$ cat config.mk
export PLATFORM = sky130hd
export DESIGN_NAME = mux2_stream_arbiter
export DESIGN_NICKNAME = d
export VERILOG_FILES = /design/src/rtl/mux2_stream_arbiter.sv
export SDC_FILE = /design/constraint.sdc
export NUM_CORES = 1
export LEC_CHECK = 0
export BUFFER_PORTS_ARGS = -buffer_cell sky130_fd_sc_hd__buf_2
export CORE_MARGIN = 1.5
export CORE_UTILIZATION = 52
export CTS_BUF_LIST = sky130_fd_sc_hd__clkbuf_8
export DETAILED_ROUTE_END_ITERATION = 10
export PLACE_DENSITY_LB_ADDON = 0.1
export SYNTH_ARGS = -nofsm -noshare
export SYNTH_HDL_FRONTEND = slang
export SYNTH_SLANG_ARGS = --single-unit
$ cat constraint.sdc
create_clock -name clk -period 1.65 [get_ports clk]
set_clock_uncertainty 0.1 [all_clocks]
set_input_delay 0.2475 -clock clk [delete_from_list [all_inputs] [get_ports clk]]
set_output_delay 0.2475 -clock clk [all_outputs]
set_load 0.01 [all_outputs]
$ cat src/rtl/mux2_stream_arbiter.sv
// Two-input valid/ready arbiter feeding a one-entry output register and a 2:1 mux select.
// Latency: a beat accepted on edge N is presented on out_data/sel with out_valid in cycle N+1.
// Backpressure: a held beat with out_ready low drops both readies; accept and drain overlap otherwise.
//
// Ports:
//   clk, rst_n            clock, asynchronous active-low reset
//   a_data/a_valid/a_ready  source a stream (sel code 0)
//   b_data/b_valid/b_ready  source b stream (sel code 1)
//   out_data/out_valid/out_ready  registered output stream
//   sel                   registered source code of the held beat, drives the downstream mux
//   cnt_a, cnt_b          free-running, wrapping counts of accepted beats per source
//
// Build option: define MUX2_ARB_FIXED_PRIO_EN for fixed priority (a over b);
// the default build is round-robin.
module mux2_stream_arbiter #(
    parameter int WIDTH     = 8,
    parameter int CNT_WIDTH = 16
) (
    input  logic                 clk,
    input  logic                 rst_n,
    input  logic [WIDTH-1:0]     a_data,
    input  logic                 a_valid,
    output logic                 a_ready,
    input  logic [WIDTH-1:0]     b_data,
    input  logic                 b_valid,
    output logic                 b_ready,
    output logic [WIDTH-1:0]     out_data,
    output logic                 out_valid,
    input  logic                 out_ready,
    output logic                 sel,
    output logic [CNT_WIDTH-1:0] cnt_a,
    output logic [CNT_WIDTH-1:0] cnt_b
);

    logic [WIDTH-1:0]     out_data_q,  out_data_d;
    logic                 out_valid_q, out_valid_d;
    logic                 sel_q,       sel_d;
    logic                 last_q,      last_d;
    logic [CNT_WIDTH-1:0] cnt_a_q,     cnt_a_d;
    logic [CNT_WIDTH-1:0] cnt_b_q,     cnt_b_d;

    logic load;
    logic grant_a;
    logic grant_b;
    logic acc_a;
    logic acc_b;

    always_comb begin
        load = !out_valid_q || out_ready;
`ifdef MUX2_ARB_FIXED_PRIO_EN
        grant_a = a_valid;
        grant_b = b_valid && !a_valid;
`else
        // last_q==1 means b was granted most recently, so a wins a tie.
        grant_a = a_valid && (!b_valid || last_q);
        grant_b = b_valid && (!a_valid || !last_q);
`endif
        // Readies are forced low while reset is held so no source sees a
        // handshake that the cleared registers will never record.
        acc_a = rst_n && load && grant_a;
        acc_b = rst_n && load && grant_b;
    end

    always_comb begin
        out_data_d  = out_data_q;
        out_valid_d = out_valid_q;
        sel_d       = sel_q;
        last_d      = last_q;
        cnt_a_d     = cnt_a_q;
        cnt_b_d     = cnt_b_q;
        if (load) begin
            // With nothing to load the register empties but keeps data/sel.
            out_valid_d = acc_a || acc_b;
            if (acc_a) begin
                out_data_d = a_data;
                sel_d      = 1'b0;
                last_d     = 1'b0;
                cnt_a_d    = cnt_a_q + 1'b1;
            end else if (acc_b) begin
                out_data_d = b_data;
                sel_d      = 1'b1;
                last_d     = 1'b1;
                cnt_b_d    = cnt_b_q + 1'b1;
            end
        end
    end

    always_ff @(posedge clk or negedge rst_n) begin
        if (!rst_n) begin
            out_data_q  <= '0;
            out_valid_q <= 1'b0;
            sel_q       <= 1'b0;
            last_q      <= 1'b1;
            cnt_a_q     <= '0;
            cnt_b_q     <= '0;
        end else begin
            out_data_q  <= out_data_d;
            out_valid_q <= out_valid_d;
            sel_q       <= sel_d;
            last_q      <= last_d;
            cnt_a_q     <= cnt_a_d;
            cnt_b_q     <= cnt_b_d;
        end
    end

    assign a_ready   = acc_a;
    assign b_ready   = acc_b;
    assign out_data  = out_data_q;
    assign out_valid = out_valid_q;
    assign sel       = sel_q;
    assign cnt_a     = cnt_a_q;
    assign cnt_b     = cnt_b_q;

endmodule

==> metrics.md, run 1 <==
| Metric | Value |
|---|---|
| Initial antenna violation count | `0` |
| Drt pass-1 iters | `4` |
| Yosys top cell area share | `0.532` |
| Row count | `22` |
| Root buffer cell | `clkbuf_8` |
| Area of the mapped netlist | `1970 µm²` |
| CP Max Fanout | `7` |
| Most common cell after layout, fill and taps aside | `buf_2` |
| CTS tree | `built` |
| Outcome | `finished clean` |
| Worst-margin pin slew | `0.364 ns` |
| Fmax achieved | `625 MHz` |
| DP Wirelength | `2910 µm` |
| Layout cell share with drive strength beyond 1 | `0.386` |
| Htree depth | `2` |
| Peak VDD IR | `0.994 mV` |
| Routability Congestion | `0.751` |
| Antenna Cells | `0` |
| Distinct cells, synth | `27` |
| RSZ-0062 raised after global routing | `true` |
| Initial drt markers | `71` |
| Worst hold path class | `input pin to flip-flop` |
| CTS Sinks | `43` |
| Clock latency on the worst-skew pair | `0.29 ns` |
| Worst hold start | `a_data[6]` |
| GR Util All Layers | `0.223` |
| Nets | `286` |
| Post-route ant nets | `0` |
| # port buffers | `64` |
| Worst Path Arrival | `1.25 ns` |
| Leakage power | `0.00130 µW` |
| Final Critical Period | `1.60 ns` |
| Crit-path cells | `nand2_2 -> nand4_4 -> inv_8 -> buf_6` |
| Syn avg cell area | `10.8 µm²` |
| Critical path's slowest cell | `dfstp_2` |
| Maximum buffer depth of the clock tree | `2` |
| Total CTS buffers | `5` |
| Final setup viols | `0` |
| Yosys top cell by area | `dfrtp_1` |
| IO Pins | `65` |
| WL/cell | `13.6 µm` |
| Critical path capture point type | `output pin` |
| Largest cells by area after synthesis | `dfrtp_1 53%, xnor2_1 10%, nand2_1 4.6%` |
| CP Data Required Time | `1.30 ns` |
| Syn nets | `206` |
| Overflow after GRT | `0` |
| Critical Path Source | `last_q` |
| DRC viols | `0` |
| P per Cell Area | `1150 nW/µm²` |
| Clock Pin Slew Worst Setup and Hold Paths | `0.08 ns` |
| Setup TNS | `0 ns` |
| Vias per inst | `5.15` |
| R2r startpoint | `last_q` |
| Die H | `64.6 µm` |
| Setup CP Type | `flip-flop to output pin` |
| Hold Violations, Final | `0` |
| Yosys reg bits | `43` |
| Largest net degree at the start of global routing | `25` |
| Die ar. | `4180 µm²` |
| Via Count | `1606` |
| Warnings from Yosys | `0` |
| Cells after Synth | `183` |
| Post-synthesis sequential area ratio | `0.546` |
| Max_slew headroom | `0.756` |
| Area growth from synthesis to layout | `29.6%` |
| Slew Viols, Final | `0` |
| Vias in the first global route | `1512` |
| Core Area | `3660 µm²` |
| Total power | `2930 µW` |
| Starting Density | `0.539` |
| Max incr delay on CP | `0.58 ns` |
| MaxCap Viol Count | `0` |
| Drt total wl | `4250 µm` |
| First-pass GRT wire length | `7130 µm` |
| Most frequent cells in the layout | `63 x buf_2, 42 x dfrtp_1, 23 x nand2_1, 23 x xnor2_1, 16 x a21oi_1` |
| Startpoint types | `flip-flop` |
| Chip width | `64.6 µm` |
| Period utilization | `0.970` |
[Yosys cell counts]
cell       number
a21oi_1        16
and2_1          1
and2_2          1
and3_1          3
and4_1          1
and4_4          1
buf_2           3
buf_4           3
dfrtp_1        42
dfstp_2         1
ha_1            2
inv_1           2
inv_2           3
nand2_1        24
nand2_4         1
nand2b_2        2
nand3_1         8
nand4_1        14
nand4_4         1
nor2_1         14
nor3_1          6
nor3_2          1
nor4_2          1
nor4_4          1
o2111ai_4       1
xnor2_1        23
xor2_1          7
[area by class of cell]
| class | count | area, µm² |
|---|---|---|
| multi-input combinational | 129 | 853 |
| clock buffer | 7 | 96.3 |
| tap | 48 | 60.1 |
| fill | 314 | 1100 |
| timing repair buffer | 77 | 427 |
| inverter | 5 | 31.3 |
| clock inverter | 1 | 3.75 |
| timing repair inverter | 2 | 10.0 |
| sequential | 43 | 1080 |
[report_power, final]
group          switching (µW)  total, µW  internal [µW]
clock network             336        712            376
registers                 204       1460           1260
logic                     413        759            347
[sequential cells by signal, indices dropped and copies added (netlist names)]
register and cells:
last_q 1, out_valid 1, cnt_b 16, sel 1
cnt_a 16, out_data 8
[worst max-delay path: cells and delay by family (launching register included)]
family	cells	cell delay (ns)
and+or+nand+nor	2	0.22
DFF	1	0.58
buffers and inverters	2	0.16
[per-layer routing]
layer,vias up,global-route usage,share of wire
met3,4,0.0556,0.044
met2,42,0.374,0.49
met4,0,0.0399,0.0056
met1,779,0.299,0.46
met5,-,0,0
li1,781,-,-
[metrics by stage]
step                       util  worst slack (ns)  hold slack, ns  cells  instance area [µm²]
after floorplan               -             0.236          -0.148    183                 1970
after global placement    0.643            0.0918           0.257    294                 2350
after detailed placement  0.643            0.0745           0.263    294                 2350
after CTS                 0.684           0.00770          0.0970    307                 2500
after global routing      0.699           -0.0379           0.107    312                 2560
final                     0.699            0.0489           0.102    312                 2560
[path summary, 6_finish.rpt]
path                          endpoint  slack, ns  cells after the start
setup / recovery               b_ready       0.05                      4
hold / removal             out_data[6]       0.10                      3
setup reg to reg              cnt_a[7]       0.09                      4
hold reg to reg              cnt_b[15]       0.36                      1
max in group asynchronous       last_q       0.66                      3
min in group asynchronous    out_valid       0.53                      3
[kinds of logic (layout without fill, tap and decap cells)]
kind of cell,Yosys count,in the layout,synth area share
compound gates,17,17,0.0539
xor+xnor,30,30,0.133
fa+ha+maj,2,2,0.0127
flops,43,43,0.546
buf+inv,11,92,0.0285
simple gates,80,80,0.226
[timing repair]
| item | in CTS | in global routing |
|---|---|---|
| buffers inserted | 2 | 5 |
| endpoints found under the hold margin | 42 | 0 |
| hold buffers | 1 | 0 |
| pin swaps | 1 | 2 |
| gates cloned | 2 | 0 |
| setup endpoints to repair | 2 | 5 |
| gates resized for setup | 6 | 3 |
No activity file was read; power rests on OpenSTA's default activity.
==> run 2: changes to the inputs <==
--- a/config.mk
+++ b/config.mk
@@ -6,7 +6,7 @@
 export NUM_CORES = 1
 export LEC_CHECK = 0
 export BUFFER_PORTS_ARGS = -buffer_cell sky130_fd_sc_hd__buf_2
-export CORE_MARGIN = 1.5
+export CORE_MARGIN = 2
 export CORE_UTILIZATION = 52
 export CTS_BUF_LIST = sky130_fd_sc_hd__clkbuf_8
 export DETAILED_ROUTE_END_ITERATION = 10
==> run 2 against run 1 <==
Net effect:
- sequential power is essentially flat
- combinational power grew 2%
- wire length grew 4.3%
- global-route usage grew 1.4 points
- count of clock-buffer cells in the layout shrank 2
- register-to-register slack lost 0.03 ns
- first-iteration DRC count grew 24%
- critical endpoint unchanged
- highest routed layer unchanged
==> metrics.md, run 2 (synthesis gave the netlist of run 1 again) <==
| Metric | Value |
|---|---|
| Fill cells | `306` |
| Setup TNS | `0 ns` |
| CP Max Fanout | `7` |
| Crit-path cells | `nand2_2 -> nand4_4 -> inv_8 -> buf_2` |
| Vias per inst | `5.18` |
| Nets | `287` |
| Area growth from synthesis to layout | `29.2%` |
| Antenna Cells | `0` |
| Startpoint types | `flip-flop` |
| Initial antenna violation count | `0` |
| R2r startpoint | `last_q` |
| Drt total wl | `4440 µm` |
| Root buffer cell | `clkbuf_8` |
| Core Area | `3660 µm²` |
| Htree depth | `2` |
| Fmax achieved | `623 MHz` |
| Drt pass-1 iters | `4` |
| Routability Congestion | `0.767` |
| CTS Sinks | `43` |
| CTS tree | `built` |
| Critical Path Source | `last_q` |
| Vias in the first global route | `1599` |
| Die ar. | `4310 µm²` |
| DP Wirelength | `3070 µm` |
| Worst Path Buf+Inv | `2` |
| Worst hold start | `a_data[4]` |
| Max incr delay on CP | `0.58 ns` |
| Largest net degree at the start of global routing | `24` |
| Die H | `65.6 µm` |
| Setup slack after layout | `0.0442 ns` |
| Total CTS buffers | `5` |
| Peak VDD IR | `0.790 mV` |
| Hold Violations, Final | `0` |
| Leakage power | `0.00130 µW` |
| Setup CP Type | `flip-flop to output pin` |
| Outcome | `finished clean` |
| Final Critical Period | `1.61 ns` |
| Area occupied by multi-input gates | `862 µm²` |
| Critical path capture point type | `output pin` |
| Period utilization | `0.973` |
| Max_slew headroom | `0.803` |
| Slew Viols, Final | `0` |
| Worst hold path class | `input pin to flip-flop` |
| Overflow after GRT | `0` |
| Clock latency on the worst-skew pair | `0.29 ns` |
| Final setup viols | `0` |
| Worst Path Arrival | `1.26 ns` |
| Grt met3 use | `0.0616` |
| Chip width | `65.6 µm` |
| MaxCap Viol Count | `0` |
| Maximum buffer depth of the clock tree | `2` |
| Clock Pin Slew Worst Setup and Hold Paths | `0.08 ns` |
| Crit-path leading delay family | `flip-flops` |
| Starting Density | `0.539` |
| Most frequent cells in the layout | `64 x buf_2, 42 x dfrtp_1, 23 x nand2_1, 23 x xnor2_1, 16 x a21oi_1` |
| Via Count | `1621` |
| GR Util All Layers | `0.237` |
| Worst-margin pin slew | `0.295 ns` |
| P per Cell Area | `1120 nW/µm²` |
| Dpl ws | `0.0606 ns` |
| Met2 Use GR | `0.386` |
| DRC viols | `0` |
| # port buffers | `64` |
| WL/cell | `14.2 µm` |
| IO Pins | `65` |
| First-pass GRT wire length | `7600 µm` |
| Post-route ant nets | `0` |
| Critical path's slowest cell | `dfstp_2` |
| Most common cell after layout, fill and taps aside | `buf_2` |
| CP Data Required Time | `1.30 ns` |
| Sequential cell area | `1080 µm²` |
| Row count | `22` |
| Met1 Use GR | `0.300` |
| Initial drt markers | `88` |
| Busiest grt layer | `met2` |
| Layout cell share with drive strength beyond 1 | `0.389` |
-- run 2: report_power, final --
group	switching (µW)	internal [µW]
combinational	422	352
clock	342	285
sequential	208	1260
total	972	1900
-- run 2: metrics by stage --
| stage | area, µm² | hold WS, ns | cells | util | power [µW] |
|---|---|---|---|---|---|
| floorplan | 1970 | -0.148 | 183 | - | 1870 |
| global placement | 2350 | 0.261 | 294 | 0.643 | 2180 |
| detailed placement | 2350 | 0.263 | 294 | 0.643 | 2210 |
| CTS | 2490 | 0.0935 | 308 | 0.681 | 2860 |
| global route | 2550 | 0.129 | 313 | 0.697 | 3050 |
| finish | 2550 | 0.101 | 313 | 0.697 | 2870 |
-- run 2: cell type report --
class,count,share of cell area
timing repair inverter,2,0.00393
timing repair buffer,78,0.168
multi-input combinational,129,0.338
clock inverter,3,0.00491
tap,48,0.0236
inverter,5,0.0123
clock buffer,5,0.0270
sequential,43,0.422
-- run 2: repair_timing --
item,4_1_cts,5_1_grt
gates resized for setup,6,4
endpoints found under the hold margin,42,0
setup buffers,3,6
pin swaps,1,1
setup endpoints to repair,2,13
cloned,2,0
hold buffers,1,0
-- run 2: worst reg2reg max path, cell delays in order (launching register included) --
cell and delay [ns]:
dfstp_2 0.58, o2111ai_4 0.16, buf_4 0.25, nor3_1 0.27, xor2_1 0.16
-- run 2: worst paths after layout --
kind | end | slack, ns | cells past startpoint
min in group asynchronous | cnt_b[5] | 0.51 | 3
max in group asynchronous | last_q | 0.65 | 3
setup / recovery | b_ready | 0.04 | 4
setup reg to reg | cnt_a[6] | 0.06 | 4
hold reg to reg | cnt_b[15] | 0.37 | 1
hold / removal | out_data[4] | 0.10 | 3
-- run 2: routing by layer --
layer  vias up  wire length [µm]
li1        785                 -
met1       793              2000
met2        37              2180
met3         6               185
met4         0                73
met5         -                 0
